**config.mk**
```make
export PLATFORM = sky130hd
export DESIGN_NAME = bcd_to_e3_serial
export DESIGN_NICKNAME = d
export VERILOG_FILES = /design/src/rtl/bcd_to_e3_serial.sv
export SDC_FILE = /design/constraint.sdc
export NUM_CORES = 1
export LEC_CHECK = 0
export CORE_MARGIN = 4
export CORE_UTILIZATION = 40
export DETAILED_ROUTE_END_ITERATION = 10
export GPL_ROUTABILITY_DRIVEN = 0
export GPL_TIMING_DRIVEN = 0
export PLACE_DENSITY = 0.65
export SLEW_MARGIN = 20
export SYNTH_ARGS = -nofsm -noshare
export SYNTH_HDL_FRONTEND = slang
export SYNTH_SLANG_ARGS = --single-unit
```
**constraint.sdc**
```tcl
create_clock -name clk -period 2.5 [get_ports clk]
set_input_delay 0.25 -clock clk [delete_from_list [all_inputs] [get_ports clk]]
set_output_delay 0.25 -clock clk [all_outputs]
set_load 0.02 [all_outputs]
```
**src/rtl/bcd_to_e3_serial.sv**
```systemverilog
// bcd_to_e3_serial: digit-serial BCD <-> Excess-3 converter, one nibble per clock,
// LSB digit first, with valid/ready handshakes on both sides.
// Optional macro BCD_E3_DECODE_EN enables XS3->BCD decode selected by 'mode';
// without it 'mode' is ignored and every word is encoded.
module bcd_to_e3_serial #(
  parameter int DIGITS = 4,
  parameter int CNT_W  = 8
) (
  input  logic                  clk,
  input  logic                  rst,
  input  logic                  in_valid,
  output logic                  in_ready,
  input  logic [4*DIGITS-1:0]   in_data,
  input  logic                  mode,
  output logic                  out_valid,
  input  logic                  out_ready,
  output logic [4*DIGITS-1:0]   out_data,
  output logic [DIGITS-1:0]     err_mask,
  output logic                  err,
  output logic [CNT_W-1:0]      word_cnt
);

  localparam int IDX_W = (DIGITS > 1) ? $clog2(DIGITS) : 1;
  localparam logic [IDX_W-1:0] LAST = IDX_W'(DIGITS - 1);

  typedef enum logic [1:0] {IDLE, CONV, DONE} state_t;

  state_t               state;
  state_t               state_next;
  logic [IDX_W-1:0]     idx;
  logic [4*DIGITS-1:0]  cap_data;
  logic [3:0]           cur_digit;
  logic [3:0]           conv_nib;
  logic                 conv_bad;

`ifdef BCD_E3_DECODE_EN
  logic                 cap_mode;
`else
  logic                 unused_mode;
  assign unused_mode = mode;
`endif

  assign err = |err_mask;

  // Select the captured digit currently being converted.
  always_comb begin
    cur_digit = cap_data[{idx, 2'b00} +: 4];
  end

  // Convert one digit; invalid codes produce a zero nibble and flag an error.
  always_comb begin
    conv_nib = '0;
    conv_bad = 1'b0;
`ifdef BCD_E3_DECODE_EN
    if (cap_mode) begin
      if (cur_digit >= 4'd3 && cur_digit <= 4'd12) conv_nib = cur_digit - 4'd3;
      else                                         conv_bad = 1'b1;
    end else
`endif
    if (cur_digit <= 4'd9) conv_nib = cur_digit + 4'd3;
    else                   conv_bad = 1'b1;
  end

  // FSM state register.
  always_ff @(posedge clk) begin
    if (rst) state <= IDLE;
    else     state <= state_next;
  end

  // FSM next-state and handshake outputs.
  always_comb begin
    state_next = state;
    in_ready   = 1'b0;
    out_valid  = 1'b0;
    case (state)
      IDLE: begin
        in_ready = 1'b1;
        if (in_valid) state_next = CONV;
      end
      CONV: begin
        if (idx == LAST) state_next = DONE;
      end
      DONE: begin
        out_valid = 1'b1;
        if (out_ready) state_next = IDLE;
      end
      default: state_next = IDLE;
    endcase
  end

  // Datapath: capture, per-digit conversion writeback, completed-word count.
  always_ff @(posedge clk) begin
    if (rst) begin
      idx      <= '0;
      cap_data <= '0;
      out_data <= '0;
      err_mask <= '0;
      word_cnt <= '0;
`ifdef BCD_E3_DECODE_EN
      cap_mode <= 1'b0;
`endif
    end else begin
      case (state)
        IDLE: begin
          if (in_valid) begin
            cap_data <= in_data;
            out_data <= '0;
            err_mask <= '0;
            idx      <= '0;
`ifdef BCD_E3_DECODE_EN
            cap_mode <= mode;
`endif
          end
        end
        CONV: begin
          out_data[{idx, 2'b00} +: 4] <= conv_nib;
          err_mask[idx]               <= conv_bad;
          idx                         <= (idx == LAST) ? '0 : idx + 1'b1;
        end
        DONE: begin
          if (out_ready) word_cnt <= word_cnt + 1'b1;
        end
        default: ;
      endcase
    end
  end

endmodule

```
==> results of run 1 <==
==> layer usage <==
metal  GRT usage  vias to the layer above  wire [µm]
met5           0                        -          0
met4     0.06757                        0         65
met3     0.03548                        5        219
met2      0.2685                       39       2347
met1      0.2047                      912       2323
li1            -                      974          -
==> final timing paths <==
| path | to | slack, ns | cells past startpoint |
|---|---|---|---|
| worst max register to register | out_data[4] | 0.17 | 9 |
| worst min-delay path | out_data[1] | 0.45 | 2 |
| worst max-delay path | out_data[4] | 0.17 | 9 |
| worst min register to register | out_data[1] | 0.45 | 2 |
==> sequential cells by signal, summed over array words and instances (netlist names) <==
register and count:
cap_data 16, err_mask 4, idx 2, out_data 16, state 2, word_cnt 8
==> logic make-up after synthesis <==
family | count (synthesis) | share of synthesized area
multiplexers | 5 | 0.04717
AND/OR/NAND/NOR | 108 | 0.2388
flip-flops | 48 | 0.4528
buffers and inverters | 20 | 0.04245
adder cells (fa/ha/maj) | 7 | 0.04127
XOR/XNOR | 6 | 0.02477
AO/OA/AOI/OAI | 54 | 0.1527
==> through the flow <==
step	setup WS [ns]	hold slack, ns	cell area, µm²	instances
6_report	0.1661	0.4532	2851	376
5_1_grt	0.03094	0.4698	2851	376
4_1_cts	0.09652	0.4565	2839	375
3_5_place_dp	0.1119	0.4447	2710	368
3_3_place_gp	0.1506	0.4392	2710	368
2_1_floorplan	0.3203	0.3860	2122	248
==> Yosys cell counts <==
cell / instances / share of area
ha_1: 7 / 0.041
or3_1: 9 / 0.027
a211oi_1: 1 / 0.0035
or4_1: 1 / 0.0035
and2_1: 1 / 0.0029
a21o_1: 4 / 0.014
mux4_2: 4 / 0.042
inv_1: 7 / 0.012
nand3b_1: 5 / 0.018
nand4_1: 5 / 0.015
and3_1: 1 / 0.0029
a221oi_1: 4 / 0.017
clkbuf_1: 11 / 0.019
or2_2: 1 / 0.0029
nor2_1: 18 / 0.032
nand2_1: 53 / 0.094
nor3_1: 2 / 0.0047
mux2i_1: 1 / 0.0047
xor2_1: 3 / 0.012
buf_6: 2 / 0.011
a21oi_1: 30 / 0.071
a22oi_1: 2 / 0.0071
nor3b_1: 4 / 0.014
nor2b_1: 3 / 0.0088
dfxtp_1: 48 / 0.45
nand3_1: 3 / 0.0071
nand2b_1: 1 / 0.0029
xnor2_1: 3 / 0.012
and3b_1: 1 / 0.0041
o21ai_0: 7 / 0.017
a32oi_1: 5 / 0.021
o21a_1: 1 / 0.0035
==> placed cells by master (no fill, tap or decap), types with 5 or more instances in the layout <==
cell,Yosys,final
clkbuf_8,0,5
nand2_1,53,53
or3_1,9,9
a21oi_1,30,30
ha_1,7,7
clkbuf_1,11,11
inv_1,7,7
o21ai_0,7,7
dfxtp_1,48,48
nand3b_1,5,5
nand4_1,5,5
nor2_1,18,18
clkdlybuf4s50_1,0,50
a32oi_1,5,5
==> layout make-up <==
| class | count | area, µm² | share of cell area |
|---|---|---|---|
| tap | 70 | 87.58 | 0.03072 |
| timing repair buffer | 51 | 508.0 | 0.1781 |
| clock inverter | 2 | 60.06 | 0.02106 |
| buffer | 13 | 63.81 | 0.02238 |
| clock buffer | 5 | 68.82 | 0.02413 |
| inverter | 7 | 26.28 | 0.009215 |
| multi-input combinational | 180 | 1076 | 0.3774 |
| sequential | 48 | 960.9 | 0.3370 |
==> where the power goes <==
group	internal [µW]	leakage, µW	switching [µW]	total [µW]
clock network	394	0.0000642	252	646
logic	89.0	0.000544	106	195
registers	785	0.000390	12.6	798
==> what timing repair did <==
item / CTS / global route
resized for setup: 0 / 1
endpoints found under the setup margin: 0 / 8
buffers inserted: 0 / 1
==> critical path: cells and delay by family (launching register included) <==
kind | cells | cell delay (ns)
and+or+nand+nor | 2 | 0.42
DFF | 1 | 0.39
AOI/OAI and AO/OA | 2 | 0.36
adders and majority gates | 1 | 0.19
buffers and inverters | 3 | 0.40
muxes | 1 | 0.51
==> results.json, run 1 <==
{
  "finalPower_uw": 1638,
  "vias": 1930,
  "yosysWarnings": 0,
  "syn_area_um2": 2122,
  "cp-end-kind": "flip-flop",
  "port_buffers": 50,
  "required_ns": 2.74,
  "ys_types": 32,
  "hp-class": "flip-flop to flip-flop",
  "path_clk_slew_ns": 0.09,
  "final.period_utilization": 0.9335,
  "synth_seq_cells": 48,
  "cts_hold_buf": 0,
  "leakagePower_uw": 0.0009983,
  "rsz0062_at_grt": "false",
  "crit_path_start_kind": "flip-flop",
  "path_cells": "buf_6 -> mux4_2 -> inv_1 -> ha_1 -> nor2_1 -> o21a_1 -> buf_6 -> or3_1 -> a21oi_1",
  "clock_skew_ns": 0.007645,
  "die-area_um2": 6534,
  "fmax_mhz": 428.5,
  "status": "finished clean",
  "viasPerCell": 5.133,
  "wl_per_cell_um": 13.18,
  "syn_nets": 276,
  "clk_latency_ns": 0.30,
  "finalNetCount": 334,
  "antenna_found_initial": 0,
  "start_util": 0.4129,
  "final_antenna_net_count": 0,
  "slew_viol_final": 0,
  "cts_buffer_depth": 2,
  "grt_max_degree": 15,
  "holdCritStartpoint": "out_data[1]",
  "num_io_pins": 52,
  "grt_pass1_vias": 1864,
  "worstReg2RegStart": "idx[0]",
  "final-setup-viol-count": 0,
  "power_density_nw_per_um2": 574.6,
  "cap_viol_max_count": 0,
  "critical_path_class": "flip-flop to flip-flop",
  "drc": 0,
  "dr.pass1.iters": 4,
  "grt-ovfl-total": 0,
  "die_w_um": 80.84,
  "core_area_um2": 5140,
  "area_delta_synth_final_pct": 34.37,
  "final_util": 0.5548,
  "min_period_ns": 2.334,
  "num_antenna_cells": 0,
  "track_usage": 0.1625,
  "drive_above_1_share": 0.05229,
  "seq_area_frac_synth": 0.4528,
  "crit_top_cell": "buf_6",
  "cts_tree": "built",
  "grt_pass1_wl_um": 8252,
  "slew-limit-headroom": 0.6718,
  "crit_slowest_cell": "mux4_2",
  "synth_area_per_cell_um2": 8.557,
  "hold_viol": 0,
  "fillers": 534,
  "startpoint": "idx[0]",
  "synth_cells": 248,
  "cts-buffers-inserted": 5,
  "row_count": 26,
  "ir_worst_vdd_uv": 394.0,
  "root_buffer": "clkbuf_8",
  "hpwl_um": 3742,
  "setup_tns_ns": 0,
  "cts_max_level": 2,
  "crit_arrival_ns": 2.57,
  "worst_pin_slew_ns": 0.4923,
  "drtIter0Drc": 85,
  "max_stage_delay_ns": 0.51,
  "totalWireLength_um": 4956,
  "path_max_fanout": 10,
  "clock_sinks": 48,
  "die_h_um": 80.84
}
No activity file was read; power rests on OpenSTA's default activity.
==> run 2, diff against run 1 <==
- CORE_UTILIZATION: 40 -> 49
- PLACE_DENSITY: 0.65 -> 0.77
==> results.json, run 2 (synthesized netlist as in run 1, its figures left out) <==
{
  "status": "finished clean",
  "hp-class": "flip-flop to flip-flop",
  "grt_pass1_wl_um": 8162,
  "worst_pin_slew_ns": 0.5197,
  "grt_pass1_vias": 1825,
  "final.period_utilization": 0.9340,
  "layout_common_cells": "nand2_1, clkdlybuf4s50_1, dfxtp_1",
  "grt-ovfl-total": 0,
  "place_inst": 348,
  "leakagePower_uw": 0.0009874,
  "worstReg2RegStart": "idx[0]",
  "finalPower_uw": 1465,
  "finalNetCount": 335,
  "cap_viol_max_count": 0,
  "final_util": 0.6837,
  "layout_commonest_cell": "nand2_1",
  "r2r_slack_ns": 0.16,
  "hold_viol": 0,
  "crit_top_cell": "buf_6",
  "slew_viol_final": 0,
  "path_clk_slew_ns": 0.08,
  "holdCritStartpoint": "out_data[5]",
  "num_io_pins": 52,
  "clock_skew_ns": 0.009190,
  "required_ns": 2.73,
  "root_buffer": "clkbuf_8",
  "top_regs": "cap_data (16), out_data (16), word_cnt (8)",
  "min_period_ns": 2.335,
  "critical_path_class": "flip-flop to flip-flop",
  "crit_path_start_kind": "flip-flop",
  "antenna_found_initial": 0,
  "row_count": 23,
  "core_area_um2": 4086,
  "totalWireLength_um": 4854,
  "track_usage": 0.1889,
  "fmax_mhz": 428.3,
  "path_cells": "buf_6 -> mux4_2 -> inv_1 -> ha_1 -> nor2_1 -> o21a_1 -> buf_6 -> or3_1 -> a21oi_1",
  "rsz0062_at_grt": "false",
  "final_antenna_net_count": 0,
  "drc": 0,
  "cp-end-kind": "flip-flop",
  "cts_max_level": 2,
  "grt_max_degree": 15,
  "wl_per_cell_um": 13.56,
  "setup_tns_ns": 0,
  "drtIter0Drc": 187,
  "viasPerCell": 5.408,
  "finalNonFillerCells": 358,
  "crit_arrival_ns": 2.56,
  "ir_worst_vdd_uv": 329.8,
  "die-area_um2": 5447,
  "dr.pass1.iters": 4,
  "cts_buffer_depth": 2,
  "startpoint": "idx[0]",
  "max_stage_delay_ns": 0.56,
  "area_delta_synth_final_pct": 31.66,
  "slew-limit-headroom": 0.6536,
  "drive_above_1_share": 0.05844,
  "power_density_nw_per_um2": 524.2,
  "path_max_fanout": 10,
  "crit_slowest_cell": "mux4_2",
  "vias": 1936,
  "cts_tree": "built",
  "hpwl_um": 3584,
  "cts-buffers-inserted": 5,
  "die_h_um": 73.81,
  "clock_sinks": 48,
  "port_buffers": 50,
  "final-setup-viol-count": 0,
  "clk_latency_ns": 0.30,
  "start_util": 0.5193,
  "die_w_um": 73.81,
  "num_antenna_cells": 0
}
## run 2: final timing paths
path                      end  depth (start not counted)
hold / removal    out_data[5]                          2
setup / recovery  out_data[5]                          9
setup reg to reg  out_data[5]                          9
hold reg to reg   out_data[5]                          2
## run 2: what timing repair did
item	in CTS	in global routing
hold buffers	0	0
endpoints found under the setup margin	0	8
resized for setup	0	1
setup buffers	0	2
## run 2: power by group
part / total (µW) / switching [µW] / internal (µW)
combinational: 197 / 107 / 90.1
clock: 469 / 248 / 221
sequential: 799 / 13.3 / 786
## run 2: layout make-up
class                      count  area [µm²]
fill                         368        1292
multi-input combinational    180        1071
sequential                    48       962.2
timing repair buffer          52       515.5
clock buffer                   6       82.58
buffer                        13       63.81
tap                           50       62.56
inverter                       7       26.28
clock inverter                 2       10.01
## run 2: per-stage QoR
stage | worst slack [ns] | hold WS [ns] | cell area [µm²]
final | 0.1649 | 0.4487 | 2794
after global routing | 0.003417 | 0.4770 | 2794
after CTS | 0.09098 | 0.4538 | 2778
after detailed placement | 0.1354 | 0.4421 | 2685
after global placement | 0.1700 | 0.4393 | 2685
after floorplan | 0.3203 | 0.3860 | 2122
## run 2: layer usage
layer,track usage,routed length [µm],share of wire
met1,0.2591,2330,0.48
met4,0.03622,28,0.0058
met5,0,0,0
met2,0.3051,2251,0.46
met3,0.04378,244,0.050
## run 2: critical path, delay by kind of cell, from the launching register on
kind | cells | cell delay (ns)
muxes | 1 | 0.56
buffers and inverters | 3 | 0.39
AOI/OAI and AO/OA | 2 | 0.35
DFF | 1 | 0.35
and+or+nand+nor | 2 | 0.42
adders and majority gates | 1 | 0.19
